===== src/rtl/seq_mult_54x54.sv =====
// 54x54 unsigned multiplier that time-shares one external 27x27 multiplier.
// Issues four partial-product pairs and shift-accumulates the returns into 108 bits.
module seq_mult_54x54 #(
    parameter int MUL_LAT = 1
) (
    input  logic         clk,
    input  logic         reset,
    input  logic         in_valid,
    output logic         in_ready,
    input  logic [53:0]  a,
    input  logic [53:0]  b,
    output logic         out_valid,
    input  logic         out_ready,
    output logic [107:0] product,
    output logic [26:0]  mul_a,
    output logic [26:0]  mul_b,
    input  logic [53:0]  mul_y
);
    typedef enum logic [1:0] {IDLE, ISSUE, DRAIN, DONE} state_t;

    state_t       state, state_nxt;
    logic [1:0]   step;
    logic [53:0]  a_q, b_q;
    logic [107:0] acc, addend, acc_sum;
    logic         accept, issue_vld, ret_vld;
    logic [1:0]   ret_step;

    assign accept = in_valid & in_ready;

    always_ff @(posedge clk) begin
        if (reset) state <= IDLE;
        else       state <= state_nxt;
    end

    always_comb begin
        state_nxt = state;
        case (state)
            IDLE:    if (accept) state_nxt = ISSUE;
            ISSUE:   if (step == 2'd3) state_nxt = (MUL_LAT == 0) ? DONE : DRAIN;
            DRAIN:   if (ret_vld && ret_step == 2'd3) state_nxt = DONE;
            DONE:    if (out_ready) state_nxt = IDLE;
            default: state_nxt = IDLE;
        endcase
    end

    always_comb begin
        in_ready  = (state == IDLE);
        out_valid = (state == DONE);
        issue_vld = (state == ISSUE);
        mul_a     = '0;
        mul_b     = '0;
        if (state == ISSUE) begin
            case (step)
                2'd0:    begin mul_a = a_q[26:0];  mul_b = b_q[26:0];  end
                2'd1:    begin mul_a = a_q[26:0];  mul_b = b_q[53:27]; end
                2'd2:    begin mul_a = a_q[53:27]; mul_b = b_q[26:0];  end
                default: begin mul_a = a_q[53:27]; mul_b = b_q[53:27]; end
            endcase
        end
    end

    // Tag pipe mirrors the external multiplier latency so each return knows its shift.
    generate
        if (MUL_LAT == 0) begin : g_no_pipe
            assign ret_vld  = issue_vld;
            assign ret_step = step;
        end else begin : g_pipe
            logic [MUL_LAT-1:0]      vld_pipe;
            logic [MUL_LAT-1:0][1:0] step_pipe;
            always_ff @(posedge clk) begin
                if (reset) begin
                    vld_pipe  <= '0;
                    step_pipe <= '0;
                end else begin
                    vld_pipe[0]  <= issue_vld;
                    step_pipe[0] <= step;
                    for (int i = 1; i < MUL_LAT; i++) begin
                        vld_pipe[i]  <= vld_pipe[i-1];
                        step_pipe[i] <= step_pipe[i-1];
                    end
                end
            end
            assign ret_vld  = vld_pipe[MUL_LAT-1];
            assign ret_step = step_pipe[MUL_LAT-1];
        end
    endgenerate

    always_comb begin
        case (ret_step)
            2'd0:       addend = {54'd0, mul_y};
            2'd1, 2'd2: addend = {54'd0, mul_y} << 27;
            default:    addend = {54'd0, mul_y} << 54;
        endcase
        acc_sum = acc + addend;
    end

    // product only moves on the final return, so it holds through DONE and after the handshake.
    always_ff @(posedge clk) begin
        if (reset) begin
            a_q     <= '0;
            b_q     <= '0;
            acc     <= '0;
            product <= '0;
            step    <= '0;
        end else if (accept) begin
            a_q  <= a;
            b_q  <= b;
            acc  <= '0;
            step <= '0;
        end else begin
            if (issue_vld) step <= step + 2'd1;
            if (ret_vld) begin
                acc <= acc_sum;
                if (ret_step == 2'd3) product <= acc_sum;
            end
        end
    end
endmodule

===== config.mk =====
export PLATFORM = sky130hd
export DESIGN_NAME = seq_mult_54x54
export DESIGN_NICKNAME = d
export VERILOG_FILES = /design/src/rtl/seq_mult_54x54.sv
export SDC_FILE = /design/constraint.sdc
export NUM_CORES = 1
export LEC_CHECK = 0
export CAP_MARGIN = 20
export CORE_UTILIZATION = 59
export CTS_CLUSTER_SIZE = 24
export DETAILED_ROUTE_END_ITERATION = 8
export GPL_TIMING_DRIVEN = 0
export PLACE_DENSITY = 0.93
export SKIP_LAST_GASP = 1
export SLEW_MARGIN = 10
export SYNTH_ARGS = -nofsm -noshare
export SYNTH_HDL_FRONTEND = slang
export SYNTH_SLANG_ARGS = --single-unit

===== constraint.sdc =====
create_clock -name clk -period 7.45 [get_ports clk]
set_input_delay 1.1175 -clock clk [delete_from_list [all_inputs] [get_ports clk]]
set_output_delay 1.1175 -clock clk [all_outputs]
set_load 0.02 [all_outputs]

# Yosys cells after proc, flatten, opt, wreduce, memory -nomap -nowiden
# Cells that the tools add are included.
dict set report classes {
  n_addsub 2
  n_eq_ne 13
  mux 10
  bitwise 2
  reduce_logical 10
}
# operator count
set ops {}
lappend ops {{$pmux W108 S2} 1}
lappend ops {{$add A108 B108 Y108} 1}
lappend ops {{$mux W27} 4}
lappend ops {{$eq A2 B2 Y1 const B} 6}
lappend ops {{$mux W2} 4}
lappend ops {{$pmux W2 S4} 1}
lappend ops {{$reduce_or A2 Y1} 4}
lappend ops {{$eq A2 B1 Y1 const B} 3}
lappend ops {{$logic_not A2 Y1} 3}
lappend ops {{$ne A2 B1 Y1 const B} 3}
lappend ops {{$reduce_and A4 Y1} 1}
lappend ops {{$reduce_and A3 Y1} 1}
lappend ops {{$add A2 B1 Y2 const B} 1}
lappend ops {{$ne A2 B2 Y1 const B} 1}
lappend ops {{$and A1 B1 Y1} 1}
lappend ops {{$logic_and A1 B1 Y1} 1}
lappend ops {{$not A1 Y1} 1}
dict set report totals {
  register_bits 331
  input_bits 166
  out_inout_bits 164
  elab_cells 45
}

# Depth between registers and ports, before layout
# Gate-level depths: netlist (run 1).
dict set report depth {
  word_depth 4
  depth_mapped 19
  ltp_nobuf 17
}

# Least setup slack after synthesis (run 1)
# No wires, ideal clock.
dict set report synth_timing {
  kind {flip-flop to flip-flop}
  from {reg g_pipe.step_pipe[0] (netlist name)}
  to {reg product[104]}
  setup_time_ns 0.058
  t_arrival_ns 3.991
  required_ns 7.392
  setup_slack_ns 3.402
  path_stages_with_launch 20
  n_path_buf 4
  period_less_slack_ns 4.048
  cell_sequence {dfxtp_1 ha_1 clkbuf_1 nor2b_1 clkbuf_1 clkbuf_1 a22o_1 ha_1 clkbuf_1 a21o_1 o21bai_1 a21oi_1 o21ai_0 a221oi_1 o221ai_1 o21ai_2 o21ai_2 a221o_1 nor4b_2 a211o_1}
}
dict set report synth_via {
  elab_chain_cells 4
  elab_cells_between_ends 8
  classes_between {add/sub: 1; eq/ne: 3; mux: 1; reduce/logical: 3}
}
# item line_no
set synth_lines {}
lappend synth_lines {{from (decl)} 69} ;# logic [MUL_LAT-1:0][1:0] step_pipe;
lappend synth_lines {{from (signal, indexed assignment)} 79} ;# step_pipe[i] <= step_pipe[i-1];
lappend synth_lines {{$eq A2 B1 Y1 / $eq A2 B2 Y1 (equally long branches)} 89} ;# case (ret_step)
lappend synth_lines {{$reduce_or A2 Y1} 89}
lappend synth_lines {{$pmux W108 S2} 89}
lappend synth_lines {{$add A108 B108 Y108} 94} ;# acc_sum = acc + addend;
lappend synth_lines {{to (signal assigned)} 114} ;# if (ret_step == 2'd3) product <= acc_sum;
lappend synth_lines {{to (decl)} 14} ;# output logic [107:0] product,
# Parallel ways exist; a longest one is shown, timed or not.
# A chain may end at the register's enable or synchronous reset.

# Worst setup path after layout (run 1)
dict set report layout_timing {
  from {reg g_pipe.step_pipe[0] (netlist name)}
  to {reg product[101]}
}
# Same word-level chain as after synthesis.

==> results of run 1 <==
worst paths after layout:
path	endpoint	cells past startpoint
worst max-delay path	product[101]	19
worst min register to register	product[75]	2
worst min-delay path	product[75]	2
worst max register to register	product[101]	19
registers in the layout, summed over array words and instances, names as in the netlist:
signal and count:
a_q 54, g_pipe.vld_pipe 1, acc 108, state 2
product 108, g_pipe.step_pipe 2, b_q 54, step 2
worst register-to-register path, delay by kind of cell (launching register included):
family / cells / cell delay, ps
compound gates: 9 / 2500
buf+inv: 4 / 1460
simple gates: 3 / 640
fa+ha+maj: 2 / 460
flops: 1 / 310
xor+xnor: 1 / 270
final cells by class:
class                      instances  area (µm²)  area share, %
multi-input combinational       2206       12900           50.6
buffer                           183         717           2.82
tap                              448         561           2.20
clock inverter                    13         160          0.630
sequential                       331        6630           26.1
inverter                          39         146          0.576
clock buffer                      51        1070           4.20
timing repair buffer             328        3280           12.9
kinds of logic after synthesis:
| kind of cell | after synthesis | share of synthesized area (%) |
|---|---|---|
| xor+xnor | 103 | 4.43 |
| compound gates | 793 | 23.8 |
| buf+inv | 222 | 4.24 |
| mux | 71 | 3.49 |
| fa+ha+maj | 118 | 7.29 |
| simple gates | 1121 | 24.2 |
| flops | 331 | 32.5 |
power groups by stage:
stage | combinational (W) | clock, W | sequential (W)
final | 0.00187 | 0.00190 | 0.00200
after CTS | 0.00181 | 0.00188 | 0.00200
after floorplan | 0.00118 | 0 | 0.00201
after global placement | 0.00173 | 0 | 0.00202
after detailed placement | 0.00178 | 0 | 0.00203
after global routing | 0.00199 | 0.00196 | 0.00201
stage by stage:
step | setup WS (ps) | hold slack, ps | power (W) | cells | util, %
2_1_floorplan | 3400 | 432 | 0.00318 | 2759 | -
3_3_place_gp | 1950 | 442 | 0.00375 | 3535 | 71.8
3_5_place_dp | 1920 | 448 | 0.00381 | 3535 | 71.8
4_1_cts | 1920 | 457 | 0.00568 | 3599 | 75.5
5_1_grt | 1460 | 471 | 0.00596 | 3599 | 75.5
6_report | 1700 | 457 | 0.00577 | 3599 | 75.5
layout by cell type, fill, tap and decap left out, drive strengths merged, types with 16 or more instances in the layout:
master,n
a211oi,18
a21o,49
a21oi,397
a22o,62
a31oi,23
and2,60
buf,36
clkbuf,198
clkdlybuf4s50,328
dfxtp,331
ha,117
inv,40
mux2i,71
nand2,634
nand3,32
nand4,51
nor2,202
nor3,37
o21ai,128
o21bai,32
or3,16
xnor2,58
xor2,45
per-layer routing:
| layer | wire length [µm] | track usage [%] |
|---|---|---|
| met3 | 8130 | 8.85 |
| met1 | 31500 | 54.6 |
| met4 | 6320 | 30.6 |
| met2 | 37300 | 73.6 |
| met5 | 0 | 0 |
==> metrics.yaml, run 1 <==
power_and_ir_drop:
  sw_frac_of_total_pct: 36.9
  p_clk_share_pct: 32.9
  comb_power_share_pct: 32.4
  p_leak_nw: 9.64
  netSwitchingPower_w: 0.00213
  p_int_w: 0.00364
  power_frac_seq_pct: 34.7
  ir_drop_mv: 0.201
  p_per_area_mw_per_mm2: 227
layout:
  diodes: 0
  drive_gt1_share_pct: 3.43
  nets: 3409
  final_area_mm2: 0.0254
  syn2layout_area_growth_pct: 24.9
  fillCellCount: 2532
yosys:
  synth_area_per_cell_um2: 7.38
  synthTopCellsByArea: "dfxtp_1, nand2_1, a21oi_1"
  synth_cell_types: 79
  synth_top_area_cell: "dfxtp_1"
  ys.flop_type: "dfxtp_1"
  synth_most_common_cell: "nand2_1"
  synth_top_area_share_pct: 32.5
  synth_common_cells: "nand2_1, a21oi_1, dfxtp_1"
  synth-seq-cells: 331
  yosys_warnings: 0
  synth.net_count: 3043
  synth_area_mm2: 0.0204
  synthArstFlopShare_pct: 0
  ys_seq_area_share_pct: 32.5
  syn_inst: 2759
  synth_edf_count: 0
setup_path:
  worstPathCellList: "ha_1 -> clkbuf_1 -> nor2b_1 -> clkbuf_1 -> clkbuf_1 -> a22o_1 -> ha_1 -> clkbuf_1 -> a21o_1 -> a21o_1 -> a21oi_1 -> o221ai_1 -> a21oi_1 -> nand3_1 -> a311oi_1 -> o31ai_1 -> xnor2_1 -> o21ai_0 -> nor2b_1"
  crit_fanout: 10
  crit_start: "g_pipe.step_pipe[0]"
  path_class: "flip-flop to flip-flop"
  cp_data_arrival_time_ps: 6200
  critical-path-top-delay-family: "compound AO/OA/AOI/OAI gates"
  cpPeakStageDelay_ps: 740
  cp_data_required_time_ps: 7910
  r2r_slack_ps: 1700
  cp_slowest_cell: "a311oi_1"
  critPathLaunchType: "flip-flop"
  r2r-start: "g_pipe.step_pipe[0]"
  cpMostUsedCell: "clkbuf_1"
  setup.worst_path.end_class: "flip-flop"
  crit_buf_inv: 4
clock_network:
  cts.sinks: 331
  htree_levels: 2
  path_clk_slew_ps: 60
  postCtsResizedCells: 0
  insertion_delay_ps: 580
  postCtsHoldBufs: 0
  cts_buffers: 36
  cts_tree: "done"
  cts-root-buf: "clkbuf_16"
  clock_path_buffers: 3
  postCtsSetupRepairBufs: 0
worst_hold_path:
  hp-start: "product[75]"
  holdCritPathClass: "flip-flop to flip-flop"
route:
  wire_per_inst_um: 23.1
  firstDrtPassIters: 6
  drc_errors: 0
  drt_iter0_markers: 2518
  vias: 23100
  routed_wl_mm: 83.2
  via_per_inst: 6.41
  drtAntennaViolNets: 0
global_route:
  globalRouteOverflowTotal: 0
  grt_max_degree: 14
  grt_pass1_vias: 22100
  grt_pass1_wl_mm: 124
  grt_usage_pct: 45.5
  antenna_found_initial: 1
sta:
  slew_violations: 0
  worst_slew_pin_slew_ps: 1280
  period_minus_slack_ps: 5750
  maxSlewHeadroom_pct: 14.8
  rsz0062_at_grt: "no"
  max_freq_ghz: 0.174
  hold_viol: 0
  setup_viol: 0
  tns_ps: 0
  fin_worst_skew_ps: 33.3
  min_period_over_period_pct: 77.1
placed_design:
  hpwl_mm: 64.8
  placed_area_mm2: 0.0242
  place_congestion: 1.08
  io_buffers: 328
floorplan:
  die_area_mm2: 0.0353
  io_pins: 330
  initial_core_util_pct: 60.4
  rows: 67
  die_w_um: 188
  fp.dieH_um: 188
  core-area_mm2: 0.0337
status:
  status: "complete, no violations"
job:
  max-cap-violations: 0
(Power assumes the default switching activity.)
==> run 2: changes to the inputs <==
--- a/config.mk
+++ b/config.mk
@@ -6,11 +6,11 @@
 export NUM_CORES = 1
 export LEC_CHECK = 0
 export CAP_MARGIN = 20
-export CORE_UTILIZATION = 59
+export CORE_UTILIZATION = 50
 export CTS_CLUSTER_SIZE = 24
 export DETAILED_ROUTE_END_ITERATION = 8
 export GPL_TIMING_DRIVEN = 0
-export PLACE_DENSITY = 0.93
+export PLACE_DENSITY = 0.84
 export SKIP_LAST_GASP = 1
 export SLEW_MARGIN = 10
 export SYNTH_ARGS = -nofsm -noshare
==> constraint.sdc (replaced) <==
create_clock -name clk -period 5.23 [get_ports clk]
set_input_delay 0.7845 -clock clk [delete_from_list [all_inputs] [get_ports clk]]
set_output_delay 0.7845 -clock clk [all_outputs]
set_load 0.02 [all_outputs]
==> metrics.yaml, run 2 (synthesis results as in run 1) <==
status:
  status: "complete, no violations"
placed_design:
  place_congestion: 1.04
  placed_area_mm2: 0.0243
  dp_cells: 3614
  io_buffers: 328
  dpl_worst_slack_ps: -387
  hpwl_mm: 67.1
route:
  vias: 22300
  wire_per_inst_um: 22.9
  met3_length_mm: 7.08
  drc_errors: 0
  wl_met2_mm: 38.0
  drtAntennaViolNets: 0
  via_per_inst: 6.06
  firstDrtPassIters: 6
  dr.max_layer_used: "met4"
  routed_wl_mm: 84.1
  drt_iter0_markers: 2173
  met1_length_mm: 33.5
sta:
  postLayoutSetupSlackWorst_ps: 158
  worst_slew_pin_slew_ps: 1250
  min_period_over_period_pct: 97.0
  timing.hold.ws_ps: 451
  maxSlewHeadroom_pct: 16.5
  period_minus_slack_ps: 5070
  hold_viol: 0
  slew_violations: 0
  rsz0062_at_grt: "yes"
  fin_worst_skew_ps: 26.5
  max_freq_ghz: 0.197
  setup_viol: 0
layout:
  top_regs: "acc (108), product (108)"
  fillCellCount: 3577
  final_area_mm2: 0.0256
  syn2layout_area_growth_pct: 25.9
  drive_gt1_share_pct: 4.16
  regArea_mm2: 0.00663
  nets: 3406
  mostFrequentLayoutCell: "nand2_1"
  instances_no_fill: 3676
  multi_input_area_mm2: 0.0129
  final_cell_mix: "nand2_1, a21oi_1, dfxtp_1"
setup_path:
  worstPathCellList: "ha_1 -> nor2b_1 -> clkbuf_2 -> clkbuf_2 -> and2_1 -> ha_1 -> fa_1 -> a211oi_1 -> o21ai_2 -> o211ai_2 -> a2111oi_1 -> nor3_2 -> buf_4 -> buf_4 -> nand2_1 -> nand4_1 -> a21boi_1 -> nor2_1 -> or4_1 -> a31oi_1"
  r2r_slack_ps: 160
  cp_data_arrival_time_ps: 5550
  cpPeakStageDelay_ps: 490
  setup.worst_path.end_class: "flip-flop"
  cp_data_required_time_ps: 5710
  critPathLaunchType: "flip-flop"
  cp_slowest_cell: "a2111oi_1"
  path_class: "flip-flop to flip-flop"
  crit_fanout: 10
floorplan:
  die_w_um: 204
  fp.dieH_um: 204
  die_area_mm2: 0.0415
  core-area_mm2: 0.0399
  rows: 73
  initial_core_util_pct: 51.0
  io_pins: 330
global_route:
  antenna_found_initial: 2
  grt_pass1_wl_mm: 124
  globalRouteOverflowTotal: 0
  grt_max_degree: 13
  grt_usage_pct: 39.2
  grt_pass1_vias: 21400
clock_network:
  path_clk_slew_ps: 60
  htree_levels: 2
  cts_tree: "done"
  postCtsHoldBufs: 0
  clock_path_buffers: 3
  insertion_delay_ps: 570
  cts.sinks: 331
  cts_buffers: 38
  cts-root-buf: "clkbuf_16"
job:
  max-cap-violations: 0
power_and_ir_drop:
  p_leak_nw: 9.71
  ir_drop_mv: 0.233
  p_per_area_mw_per_mm2: 319
worst_hold_path:
  holdCritPathClass: "flip-flop to flip-flop"
-- run 2: cell count changes in the layout (fill, tap and decap cells not counted), moves of 2 or more --
cell        previous run  this run
xnor2_2                0         2
clkbuf_8              11         6
nand3_1               32        30
nor3_2                 2         4
buf_4                  3         7
buf_8                  0         2
xnor2_1               58        56
clkbuf_2               0         9
diode_2                0         3
clkinvlp_4             2         0
nor3_1                35        33
clkbuf_16             36        39
clkbuf_1             151       136
nand3_2                0         2
-- run 2: timing repair --
item,in CTS,in global routing
buffers inserted,2,2
pin swaps,2,3
setup endpoints to repair,43,60
resized for setup,9,16
-- run 2: where the power goes --
| group | switching [W] | internal (W) |
|---|---|---|
| logic | 0.00176 | 0.000892 |
| clock network | 0.00113 | 0.00156 |
| registers | 0.000121 | 0.00273 |
-- run 2: area by class of cell --
type	count	area share [%]
repair buffers	335	13.1
clock inverters	11	0.512
plain buffers	171	2.66
inverters	39	0.571
multi-input cells	2206	50.5
clock buffers	55	4.27
well taps	525	2.56
diodes	3	0.0293
flip-flops and latches	331	25.8
-- run 2: path summary, 6_finish.rpt --
path                                          start     endpoint  depth (start not counted)
worst max-delay path            g_pipe.step_pipe[0]  product[72]                         20
worst min-delay path                    product[69]  product[69]                          2
worst max register to register  g_pipe.step_pipe[0]  product[72]                         20
worst min register to register          product[69]  product[69]                          2
-- run 2: worst max-delay path, delay by kind of cell (launching register included) --
kind                     cells  cell delay, ps
AO/OA/AOI/OAI                6            1600
flip-flops                   1             320
buffers and inverters        4             880
adder cells (fa/ha/maj)      3             730
AND/OR/NAND/NOR              7            1460
-- run 2: stage by stage --
stage	TNS (ps)	util (%)	total power, W
5_1_grt	-43.0	64.2	0.00849
3_5_place_dp	-4420	61.0	0.00545
3_3_place_gp	-2510	60.9	0.00539
2_1_floorplan	0	-	0.00454
6_report	0	64.2	0.00819
4_1_cts	-16.8	64.1	0.00812
-- run 2: routing by layer --
metal  vias up  global-route usage (%)
met5         -                       0
met4         0                    24.2
met3       265                    5.48
met2      1131                    63.2
met1     10600                    49.5
li1      10300                       -
==> run 3: changes to the inputs <==
--- a/config.mk
+++ b/config.mk
@@ -9,7 +9,6 @@
 export CORE_UTILIZATION = 50
 export CTS_CLUSTER_SIZE = 24
 export DETAILED_ROUTE_END_ITERATION = 8
-export GPL_TIMING_DRIVEN = 0
 export PLACE_DENSITY = 0.84
 export SKIP_LAST_GASP = 1
 export SLEW_MARGIN = 10
==> metrics.yaml, run 3 (synthesis results as in run 1) <==
layout:
  instances_no_fill: 3550
  nets: 3282
  diodes: 0
  top_regs: "acc (108), product (108)"
  drive_gt1_share_pct: 5.12
  syn2layout_area_growth_pct: 24.7
  final_area_mm2: 0.0254
  final_cell_mix: "nand2_1, a21oi_1, dfxtp_1"
  post-route-util_pct: 63.6
  fillCellCount: 3513
  mostFrequentLayoutCell: "nand2_1"
worst_hold_path:
  holdPathEnd: "product[49]"
  holdPathStages: 2
  hp-start: "product[49]"
  holdCritPathClass: "flip-flop to flip-flop"
route:
  firstDrtPassIters: 7
  drtAntennaViolNets: 0
  vias: 21700
  via_per_inst: 6.10
  routed_wl_mm: 81.1
  drt_iter0_markers: 2382
  drc_errors: 0
  wire_per_inst_um: 22.8
setup_path:
  r2r_end: "product[104]"
  cp_data_arrival_time_ps: 5420
  crit_fanout: 25
  cp_slowest_cell: "nor2b_4"
  crit_start: "g_pipe.step_pipe[0]"
  cp_data_required_time_ps: 5740
  worstPathCellList: "inv_1 -> ha_1 -> nor2b_4 -> buf_4 -> a22o_1 -> ha_1 -> a21oi_1 -> o21ai_0 -> a21oi_1 -> o21ai_0 -> a221oi_1 -> o221ai_1 -> o21ai_2 -> o21ai_2 -> a221o_1 -> nor4b_2 -> a211o_1"
  cpPeakStageDelay_ps: 560
  reg2regPathDepth: 17
  path_class: "flip-flop to flip-flop"
  r2r_slack_ps: 320
  critical-path-top-delay-family: "compound AO/OA/AOI/OAI gates"
  crit_buf_inv: 2
  setup.worst_path.end_class: "flip-flop"
  critPathLaunchType: "flip-flop"
  r2r-start: "g_pipe.step_pipe[0]"
floorplan:
  die_area_mm2: 0.0415
  rows: 73
  die_w_um: 204
  fp.dieH_um: 204
  core-area_mm2: 0.0399
  io_pins: 330
  initial_core_util_pct: 51.0
sta:
  postLayoutSetupSlackWorst_ps: 319
  fin_worst_skew_ps: 18.2
  maxSlewHeadroom_pct: 29.6
  hold_viol: 0
  rsz0062_at_grt: "no"
  max_freq_ghz: 0.204
  setup_viol: 0
  tns_ps: 0
  worst_slew_pin_slew_ps: 1060
  min_period_over_period_pct: 93.9
  slew_violations: 0
  period_minus_slack_ps: 4910
clock_network:
  htree_levels: 2
  clock_path_buffers: 3
  postCtsSetupRepairBufs: 0
  path_clk_slew_ps: 60
  cts.sinks: 331
  insertion_delay_ps: 570
  postCtsHoldBufs: 0
  postCtsResizedCells: 0
  cts-root-buf: "clkbuf_16"
  cts_buffers: 38
  cts_tree: "done"
global_route:
  grt_pass1_vias: 20300
  globalRouteOverflowTotal: 0
  grt_usage_pct: 37.9
  grt_pass1_wl_mm: 121
  antenna_found_initial: 0
  grt_max_degree: 110
power_and_ir_drop:
  ir_drop_mv: 0.262
  p_per_area_mw_per_mm2: 327
  p_leak_nw: 9.67
placed_design:
  hpwl_mm: 61.3
  dp_cells: 3481
  io_buffers: 329
  place_congestion: 1.08
  dpl_worst_slack_ps: 204
  placed_area_mm2: 0.0241
job:
  max-cap-violations: 0
status:
  status: "complete, no violations"
## run 3: per-layer routing
layer,part of all wire [%],vias to the layer above,global-route usage [%]
met5,0,-,0
met2,44,1089,58.3
met1,42,10300,50.0
met4,5.0,0,19.1
li1,-,10100,-
met3,9.3,217,7.75
## run 3: worst max path at each step
| stage | to | slack [ps] | depth (start not counted) |
|---|---|---|---|
| 2_1_floorplan | product[104] | 1180 | 19 |
| 3_3_place_gp | product[104] | 250 | 15 |
| 3_5_place_dp | product[104] | 200 | 15 |
| 4_1_cts | product[104] | 440 | 17 |
| 5_1_grt | product[104] | 70 | 17 |
| 6_report | product[104] | 320 | 17 |
## run 3: layout make-up
type | count | area, µm² | share of cell area (%)
well taps | 525 | 657 | 2.59
inverters | 39 | 146 | 0.576
flip-flops and latches | 331 | 6630 | 26.1
multi-input cells | 2206 | 12900 | 50.9
clock buffers | 54 | 1110 | 4.38
repair buffers | 382 | 3730 | 14.7
clock inverters | 13 | 196 | 0.774
## run 3: power breakdown
group	switching (W)	total [W]	internal [W]
combinational	0.00171	0.00262	0.000911
sequential	0.000119	0.00285	0.00273
clock	0.00115	0.00283	0.00169
total	0.00297	0.00829	0.00532
## run 3: stage by stage
step	power (W)	hold WS, ps
floorplan	0.00454	432
global placement	0.00538	442
detailed placement	0.00542	446
CTS	0.00824	455
global route	0.00863	471
finish	0.00829	453
## run 3: tightest hold or removal path, delay by kind of cell (launching register included)
family             cells  cell delay (ps)
AOI/OAI and AO/OA      1               50
DFF                    1              300
and+or+nand+nor        1               50
